`src/rtl/dac_pkg.sv`:
```
// rtl/dac_pkg.sv - shared constants, state encoding and frame helpers for the MCP4911 SPI transmitter
// Purpose: FSM state type, frame length, MCP4911 control-bit constants, divider width helper.
// Ports: none (package).
package dac_pkg;

    localparam int FRAME_BITS = 16;
    localparam int BIT_CNT_W  = $clog2(FRAME_BITS + 1);

    // MCP4911 control field {BUF, GA_n, SHDN_n}
    localparam logic [2:0] CTRL_BUF     = 3'b100;
    localparam logic [2:0] CTRL_GA_N    = 3'b010;
    localparam logic [2:0] CTRL_SHDN_N  = 3'b001;
    // Unbuffered reference, 1x gain, output active
    localparam logic [2:0] CTRL_DEFAULT = (CTRL_BUF & 3'b000) | CTRL_GA_N | CTRL_SHDN_N;

    typedef enum logic [1:0] {
        ST_IDLE  = 2'd0,
        ST_SETUP = 2'd1,
        ST_SHIFT = 2'd2,
        ST_LATCH = 2'd3
    } state_t;

    // Width of the half-period divider counter
    function automatic int div_cnt_width(input int clk_div);
        return (clk_div < 2) ? 1 : $clog2(clk_div);
    endfunction

    // Command word: write to DAC A, control bits, 10-bit code, two don't-care LSBs
    function automatic logic [FRAME_BITS-1:0] frame_word(input logic [2:0] ctrl,
                                                         input logic [9:0] code);
        return {1'b0, ctrl, code, 2'b00};
    endfunction

endpackage

```
`src/rtl/dac_spi_tx_if.sv`:
```
// rtl/dac_spi_tx_if.sv - processor-side handshake bundle for dac_spi_tx
// Purpose: groups the load/data strobe and the status flags between processor and DAC transmitter.
// Signals: load (1-cycle send strobe), data_in[9:0] (offset-binary code), clr_overrun,
//          busy (frame in progress), done (1-cycle completion pulse), overrun (sticky drop flag).
// Modports: master = processor side, slave = transmitter side.
interface dac_spi_tx_if;

    logic       load;
    logic [9:0] data_in;
    logic       clr_overrun;
    logic       busy;
    logic       done;
    logic       overrun;

    modport master (
        output load, data_in, clr_overrun,
        input  busy, done, overrun
    );

    modport slave (
        input  load, data_in, clr_overrun,
        output busy, done, overrun
    );

endinterface

```
`src/rtl/sck_tick_gen.sv`:
```
// rtl/sck_tick_gen.sv - divide-by-CLK_DIV half-period tick generator for the SPI clock
// Purpose: counts sysclk cycles while enabled and flags the last cycle of each SCK half-period.
// Ports: sysclk (clock), reset (sync, active-high), clear (restart count at frame start),
//        en (count while a frame is active), tick (last cycle of the current half-period).
module sck_tick_gen #(
    parameter int CLK_DIV = 25,
    parameter int CNT_W   = 5
) (
    input  logic sysclk,
    input  logic reset,
    input  logic clear,
    input  logic en,
    output logic tick
);

    localparam logic [CNT_W-1:0] LAST = CNT_W'(CLK_DIV - 1);

    logic [CNT_W-1:0] cnt;

    always_ff @(posedge sysclk) begin
        if (reset || clear) begin
            cnt <= '0;
        end else if (en) begin
            cnt <= (cnt == LAST) ? '0 : cnt + CNT_W'(1);
        end
    end

    assign tick = en && (cnt == LAST);

endmodule

```
`src/rtl/dac_spi_tx.sv`:
```
// rtl/dac_spi_tx.sv - MCP4911 SPI mode-0 frame transmitter with LDAC pulse
// Purpose: on an accepted load, shifts {0, CTRL, data_in, 00} MSB first, then pulses LDAC low.
// Ports: sysclk (clock), reset (sync, active-high),
//        host (dac_spi_tx_if.slave: load, data_in, clr_overrun, busy, done, overrun),
//        dac_cs_n, dac_sck, dac_sdi, dac_ld_n (board DAC pins, all registered).
module dac_spi_tx
    import dac_pkg::*;
#(
    parameter int         CLK_DIV = 25,
    parameter logic [2:0] CTRL    = CTRL_DEFAULT
) (
    input  logic           sysclk,
    input  logic           reset,
    dac_spi_tx_if.slave    host,
    output logic           dac_cs_n,
    output logic           dac_sck,
    output logic           dac_sdi,
    output logic           dac_ld_n
);

    localparam int DIV_W = div_cnt_width(CLK_DIV);
    localparam logic [BIT_CNT_W-1:0] LAST_BIT = BIT_CNT_W'(FRAME_BITS);

    state_t                  state, state_n;
    logic [FRAME_BITS-2:0]   shreg, shreg_n;
    logic [BIT_CNT_W-1:0]    bit_cnt, bit_cnt_n;
    logic                    cs_n_r, cs_n_n;
    logic                    sck_r, sck_n;
    logic                    sdi_r, sdi_n;
    logic                    ld_n_r, ld_n_n;
    logic                    busy_r, busy_n;
    logic                    done_r, done_n;
    logic                    ovr_r, ovr_n;
    logic                    start;
    logic                    tick;
    logic [FRAME_BITS-1:0]   word;

    sck_tick_gen #(
        .CLK_DIV (CLK_DIV),
        .CNT_W   (DIV_W)
    ) u_tick (
        .sysclk (sysclk),
        .reset  (reset),
        .clear  (start),
        .en     (state != ST_IDLE),
        .tick   (tick)
    );

    always_ff @(posedge sysclk) begin
        if (reset) begin
            state   <= ST_IDLE;
            shreg   <= '0;
            bit_cnt <= '0;
            cs_n_r  <= 1'b1;
            sck_r   <= 1'b0;
            sdi_r   <= 1'b0;
            ld_n_r  <= 1'b1;
            busy_r  <= 1'b0;
            done_r  <= 1'b0;
            ovr_r   <= 1'b0;
        end else begin
            state   <= state_n;
            shreg   <= shreg_n;
            bit_cnt <= bit_cnt_n;
            cs_n_r  <= cs_n_n;
            sck_r   <= sck_n;
            sdi_r   <= sdi_n;
            ld_n_r  <= ld_n_n;
            busy_r  <= busy_n;
            done_r  <= done_n;
            ovr_r   <= ovr_n;
        end
    end

    always_comb begin
        state_n   = state;
        shreg_n   = shreg;
        bit_cnt_n = bit_cnt;
        cs_n_n    = cs_n_r;
        sck_n     = sck_r;
        sdi_n     = sdi_r;
        ld_n_n    = ld_n_r;
        busy_n    = busy_r;
        done_n    = 1'b0;
        start     = 1'b0;
        word      = frame_word(CTRL, host.data_in);

        // A dropped load takes priority over a clear in the same cycle
        if (host.load && busy_r) begin
            ovr_n = 1'b1;
        end else if (host.clr_overrun) begin
            ovr_n = 1'b0;
        end else begin
            ovr_n = ovr_r;
        end

        case (state)
            ST_IDLE: begin
                if (host.load) begin
                    sdi_n     = word[FRAME_BITS-1];
                    shreg_n   = word[FRAME_BITS-2:0];
                    bit_cnt_n = '0;
                    cs_n_n    = 1'b0;
                    busy_n    = 1'b1;
                    start     = 1'b1;
                    state_n   = ST_SETUP;
                end
            end
            ST_SETUP: begin
                if (tick) begin
                    sck_n   = 1'b1;
                    state_n = ST_SHIFT;
                end
            end
            ST_SHIFT: begin
                if (tick) begin
                    if (sck_r) begin
                        // Falling SCK: present the next bit for the following rise
                        sck_n     = 1'b0;
                        sdi_n     = shreg[FRAME_BITS-2];
                        shreg_n   = {shreg[FRAME_BITS-3:0], 1'b0};
                        bit_cnt_n = bit_cnt + BIT_CNT_W'(1);
                    end else if (bit_cnt == LAST_BIT) begin
                        cs_n_n  = 1'b1;
                        ld_n_n  = 1'b0;
                        state_n = ST_LATCH;
                    end else begin
                        sck_n = 1'b1;
                    end
                end
            end
            ST_LATCH: begin
                if (tick) begin
                    ld_n_n  = 1'b1;
                    done_n  = 1'b1;
                    busy_n  = 1'b0;
                    state_n = ST_IDLE;
                end
            end
            default: state_n = ST_IDLE;
        endcase
    end

    assign dac_cs_n     = cs_n_r;
    assign dac_sck      = sck_r;
    assign dac_sdi      = sdi_r;
    assign dac_ld_n     = ld_n_r;
    assign host.busy    = busy_r;
    assign host.done    = done_r;
    assign host.overrun = ovr_r;

endmodule

```
`src/flat_wrapper.sv`:
```
// flat-port wrapper written by rule: the top's interface ports become plain ports
module dac_spi_tx_flat import dac_pkg::*;
#(
    parameter int         CLK_DIV = 25,
    parameter logic [2:0] CTRL    = CTRL_DEFAULT
)
  (sysclk, reset, dac_cs_n, dac_sck, dac_sdi, dac_ld_n, host_load, host_data_in, host_clr_overrun, host_busy, host_done, host_overrun);
  dac_spi_tx_if host_i ();
  input  logic sysclk;
  input  logic reset;
  output logic dac_cs_n;
  output logic dac_sck;
  output logic dac_sdi;
  output logic dac_ld_n;
  input wire logic [$bits(host_i.load)-1:0] host_load;
  input wire logic [$bits(host_i.data_in)-1:0] host_data_in;
  input wire logic [$bits(host_i.clr_overrun)-1:0] host_clr_overrun;
  output wire logic [$bits(host_i.busy)-1:0] host_busy;
  output wire logic [$bits(host_i.done)-1:0] host_done;
  output wire logic [$bits(host_i.overrun)-1:0] host_overrun;
  assign host_i.load = host_load;
  assign host_i.data_in = host_data_in;
  assign host_i.clr_overrun = host_clr_overrun;
  assign host_busy = host_i.busy;
  assign host_done = host_i.done;
  assign host_overrun = host_i.overrun;
  dac_spi_tx #(.CLK_DIV(CLK_DIV), .CTRL(CTRL)) u_core (.sysclk(sysclk), .reset(reset), .host(host_i), .dac_cs_n(dac_cs_n), .dac_sck(dac_sck), .dac_sdi(dac_sdi), .dac_ld_n(dac_ld_n));
endmodule
```
`config.mk`:
```
export PLATFORM = sky130hd
export DESIGN_NAME = dac_spi_tx_flat
export DESIGN_NICKNAME = d
export VERILOG_FILES = /design/src/rtl/dac_pkg.sv /design/src/rtl/dac_spi_tx_if.sv /design/src/rtl/sck_tick_gen.sv /design/src/rtl/dac_spi_tx.sv /design/src/flat_wrapper.sv
export SDC_FILE = /design/constraint.sdc
export NUM_CORES = 1
export LEC_CHECK = 0
export CORE_ASPECT_RATIO = 2
export CORE_MARGIN = 5
export CORE_UTILIZATION = 40
export DETAILED_ROUTE_END_ITERATION = 10
export PLACE_DENSITY = 0.62
export SETUP_SLACK_MARGIN = 0.5
export SLEW_MARGIN = 30
export SYNTH_ARGS = -nofsm -noshare
export SYNTH_HDL_FRONTEND = slang
export SYNTH_HIERARCHICAL = 1
export SYNTH_SLANG_ARGS = --single-unit
export TNS_END_PERCENT = 10
```
`constraint.sdc`:
```
create_clock -name sysclk -period 2.36 [get_ports sysclk]
set_clock_uncertainty 0.2 [all_clocks]
set_input_delay 0.354 -clock sysclk [delete_from_list [all_inputs] [get_ports sysclk]]
set_output_delay 0.354 -clock sysclk [all_outputs]
set_load 0.005 [all_outputs]
```
==> impl_results.md <==
* Number of violations of the max-capacitance limit at 0
* Most common library cells after synthesis: dfxtp_1, nor2_1, mux2i_1, a211oi_1, inv_1
* Total inserted antenna cells at 0
* Max rail drop VDD at 1080 µV
* Count of clock tree sinks at 32
* Worst EP arrival at 2.02 ns
* Required time of the worst setup path at 2.36 ns
* Initial detailed-routing violation count at 27
* Synthesized netlist net count at 188
* Run status: complete, no violations
* Layout Area Growth over Synthesis at 41.1%
* Vias after detailed routing at 1294
* Worst slew pin tran at 0.565 ns
* Type of destination of the critical path: flop
* Area contributors post-synth: dfxtp_1, mux2i_1, ha_1, nor2_1, a211oi_1
* Comb pwr share at 58.4%
* Placement Rows at 32
* HPWL Detailed at 2.46 mm
* Wire length of the first global-routing pass at 6.22 mm
* H-tree level count at 2
* R2R depth at 11
* Aggregate global-route resource usage at 15.9%
* Wirelength per Cell at 14.5 µm
* Dominant cell by count in the synthesized netlist: dfxtp_1
* Clock insertion delay at the later pin of the skew report at 0.28 ns
* Count of nets after finishing at 224
* Max-slew headroom at the worst pin at 62.2%
* Initial antenna violation count at 0
* Sequential share of power at 26.9%
* Post-DR vias/cell at 5.11
* Internal at 1.86 mW
* Critical Path Source: u_core/state[0]
* Setup_tns at 0 ns
* Worst Setup EP: u_core/shreg[2]
* Setup slack of the worst register-to-register path at 0.34 ns
* Worst setup timing slack at the placement stage at 0.172 ns
* # setup viols final at 0
* Pwr/cell area at 1340 mW/mm²
* Number of cells produced by synthesis at 165
* Horiz. Die Dim at 53.8 µm
* Vias in the first global route at 1362
* Launch point of the worst reg-to-reg path: u_core/state[0]
* Synthesis-stage register bit count at 32
* Cell type group with the largest total delay on the critical path: simple AND/OR/NAND/NOR gates
* Setup WS post-layout at 0.340 ns
* Post-route core utilization at 57.0%
* # hold bufs at CTS at 0
* Initial core utilization at 40.4%
* Max FO, Critical Path at 8
* Critical Path Source Type: flop
* Detailed Route WL at 3.68 mm
* Sw power at 1.05 mW
* Fraction of final layout cells with drive strength greater than 1 at 21.8%
* Worst hold path class: reg -> reg
* Top-area cell type share of the netlist area at 41.7%
* Final slew viol count at 0
* Part of the power in the clock network at 14.7%
* DRC violations left at 0
* Static leakage at 0.794 nW
* Maximum frequency from static timing analysis at 495 MHz
* Share of flip-flops with an asynchronous set or reset at 0%
* Clock-pin transition on the worst setup and hold timing paths at 0.06 ns
* Type of the worst setup path: reg -> reg
* Vertical die dimension at 97.7 µm
* Remaining antenna violation count after routing at 0
* Pin count of the biggest net entering global routing at 16
* Num CTS Buffers at 5
* Critical R2R Capture: u_core/shreg[2]
* CTS root buffer: clkbuf_8
* Cell Area, Synth at 0.00154 mm²
* Max incr delay on CP at 0.36 ns
* EDFF count, synth at 0
* Total Die Area at 0.00526 mm²
* Final Hold Viols at 0
* Max Buffers Root-to-Sink at 2
* Post-synthesis sequential area ratio at 41.7%
* Logic depth of the worst path, buffers included at 11
* Highest-delay cell along the critical path: dfxtp_4
* Yosys cell types at 36
* Unrepaired setup endpoints after global routing: true
* Cell taking the most area after synthesis: dfxtp_1
* Total number of yosys warnings at 6
* Series of cell instances along the critical path: inv_4, ha_4, inv_4, nand3b_1, nor2_4, nand3_4, a21oi_4, buf_12, buf_16, nand3b_1, a21oi_1
* Part of the cycle the worst path needs at 85.6%
* Switching share of total power at 36.0%
* Average instance area after synthesis at 9.31 µm²
* Period minus WS final at 2.02 ns
* Placer Congestion at 0.736
* Count of port buffers added during placement at 20
* First-pass DRT Iterations at 4
* Post-synth top flop: dfxtp_1
* Number of buffer and inverter instances along the worst setup path at 4
* TritonCTS clock tree: done
* # IOs at 21
* Global route total overflow at 0
* Core ar. at 0.00380 mm²
## layer usage
layer  share of wire (%)  vias up  GRT usage [%]
li1                    -      639              -
met1                  37      614           15.5
met2                  57       31           29.2
met3                 3.3       10           3.23
met4                 3.1        0           7.68
met5                   0        -              0
## cell type report
cell class | instances | area, µm²
Inverter | 10 | 45.0
Multi-Input combinational cell | 115 | 898
Tap cell | 51 | 63.8
Timing Repair Buffer | 37 | 425
Fill cell | 338 | 1640
Clock buffer | 8 | 90.1
Sequential cell | 32 | 646
## sequential cells by signal, indices dropped and copies added (netlist names), 2 cells and up
name               count
u_core/bit_cnt         5
u_core/u_tick/cnt      5
u_core/state           2
u_core/shreg          13
## cell families (layout without fill, tap and decap cells)
| group | after synthesis | count (layout) | synth area share, % |
|---|---|---|---|
| multiplexers | 13 | 13 | 8.47 |
| AND/OR/NAND/NOR | 54 | 54 | 18.2 |
| XOR/XNOR | 7 | 7 | 3.99 |
| flip-flops | 32 | 32 | 41.7 |
| adder cells (fa/ha/maj) | 9 | 9 | 7.33 |
| AO/OA/AOI/OAI | 32 | 32 | 15.1 |
| buffers and inverters | 18 | 55 | 5.29 |
## worst min path at each step
| stage | cells past startpoint | slack, ns | start | to |
|---|---|---|---|---|
| after floorplan | 1 | 0.23 | reset | u_core/u_tick/cnt[1] |
| after global placement | 2 | 0.25 | u_core/host.overrun | u_core/host.overrun |
| after detailed placement | 2 | 0.26 | u_core/host.overrun | u_core/host.overrun |
| after CTS | 2 | 0.27 | u_core/host.overrun | u_core/host.overrun |
| after global routing | 2 | 0.31 | u_core/host.overrun | u_core/host.overrun |
| final | 2 | 0.27 | u_core/host.overrun | u_core/host.overrun |
## what timing repair did
| action | 4_1_cts | 5_1_grt |
|---|---|---|
| resized for setup | 12 | 6 |
| setup endpoints to repair | 23 | 24 |
| setup buffers | 8 | 3 |
| cloned | 3 | 0 |
| pin swaps | 14 | 2 |
## tightest hold or removal path: cells and delay by family, from the launching register on
kind / cells / cell delay (ns)
and+or+nand+nor: 1 / 0.06
AOI/OAI and AO/OA: 1 / 0.05
DFF: 1 / 0.31
## power by group through the flow
stage	sequential [mW]	clock, mW	combinational (mW)
after detailed placement	0.791	0	1.03
after floorplan	0.766	0	0.857
after CTS	0.777	0.446	1.60
after global routing	0.799	0.472	1.83
after global placement	0.782	0	0.991
final	0.783	0.427	1.70
## placed cells by master, fill, tap and decap left out, drive strengths merged, types with 2 or more instances in the layout
cell	n
a211oi	11
a21oi	8
a311oi	2
buf	17
clkbuf	8
clkdlybuf4s50	20
dfxtp	32
ha	9
inv	10
mux2i	13
nand2	6
nand2b	7
nand3	3
nand3b	3
nand4	2
nor2	24
o21ai	6
or3	2
xnor2	4
xor2	3
## metrics by stage
stage / hold slack (ns) / power, mW / std cells / instance area [µm²]
6_report: 0.273 / 2.91 / 253 / 2170
5_1_grt: 0.311 / 3.10 / 253 / 2170
4_1_cts: 0.273 / 2.83 / 250 / 2120
3_5_place_dp: 0.264 / 1.82 / 231 / 1820
3_3_place_gp: 0.255 / 1.77 / 231 / 1820
2_1_floorplan: 0.231 / 1.62 / 165 / 1580
No activity file was read; power rests on OpenSTA's default activity.
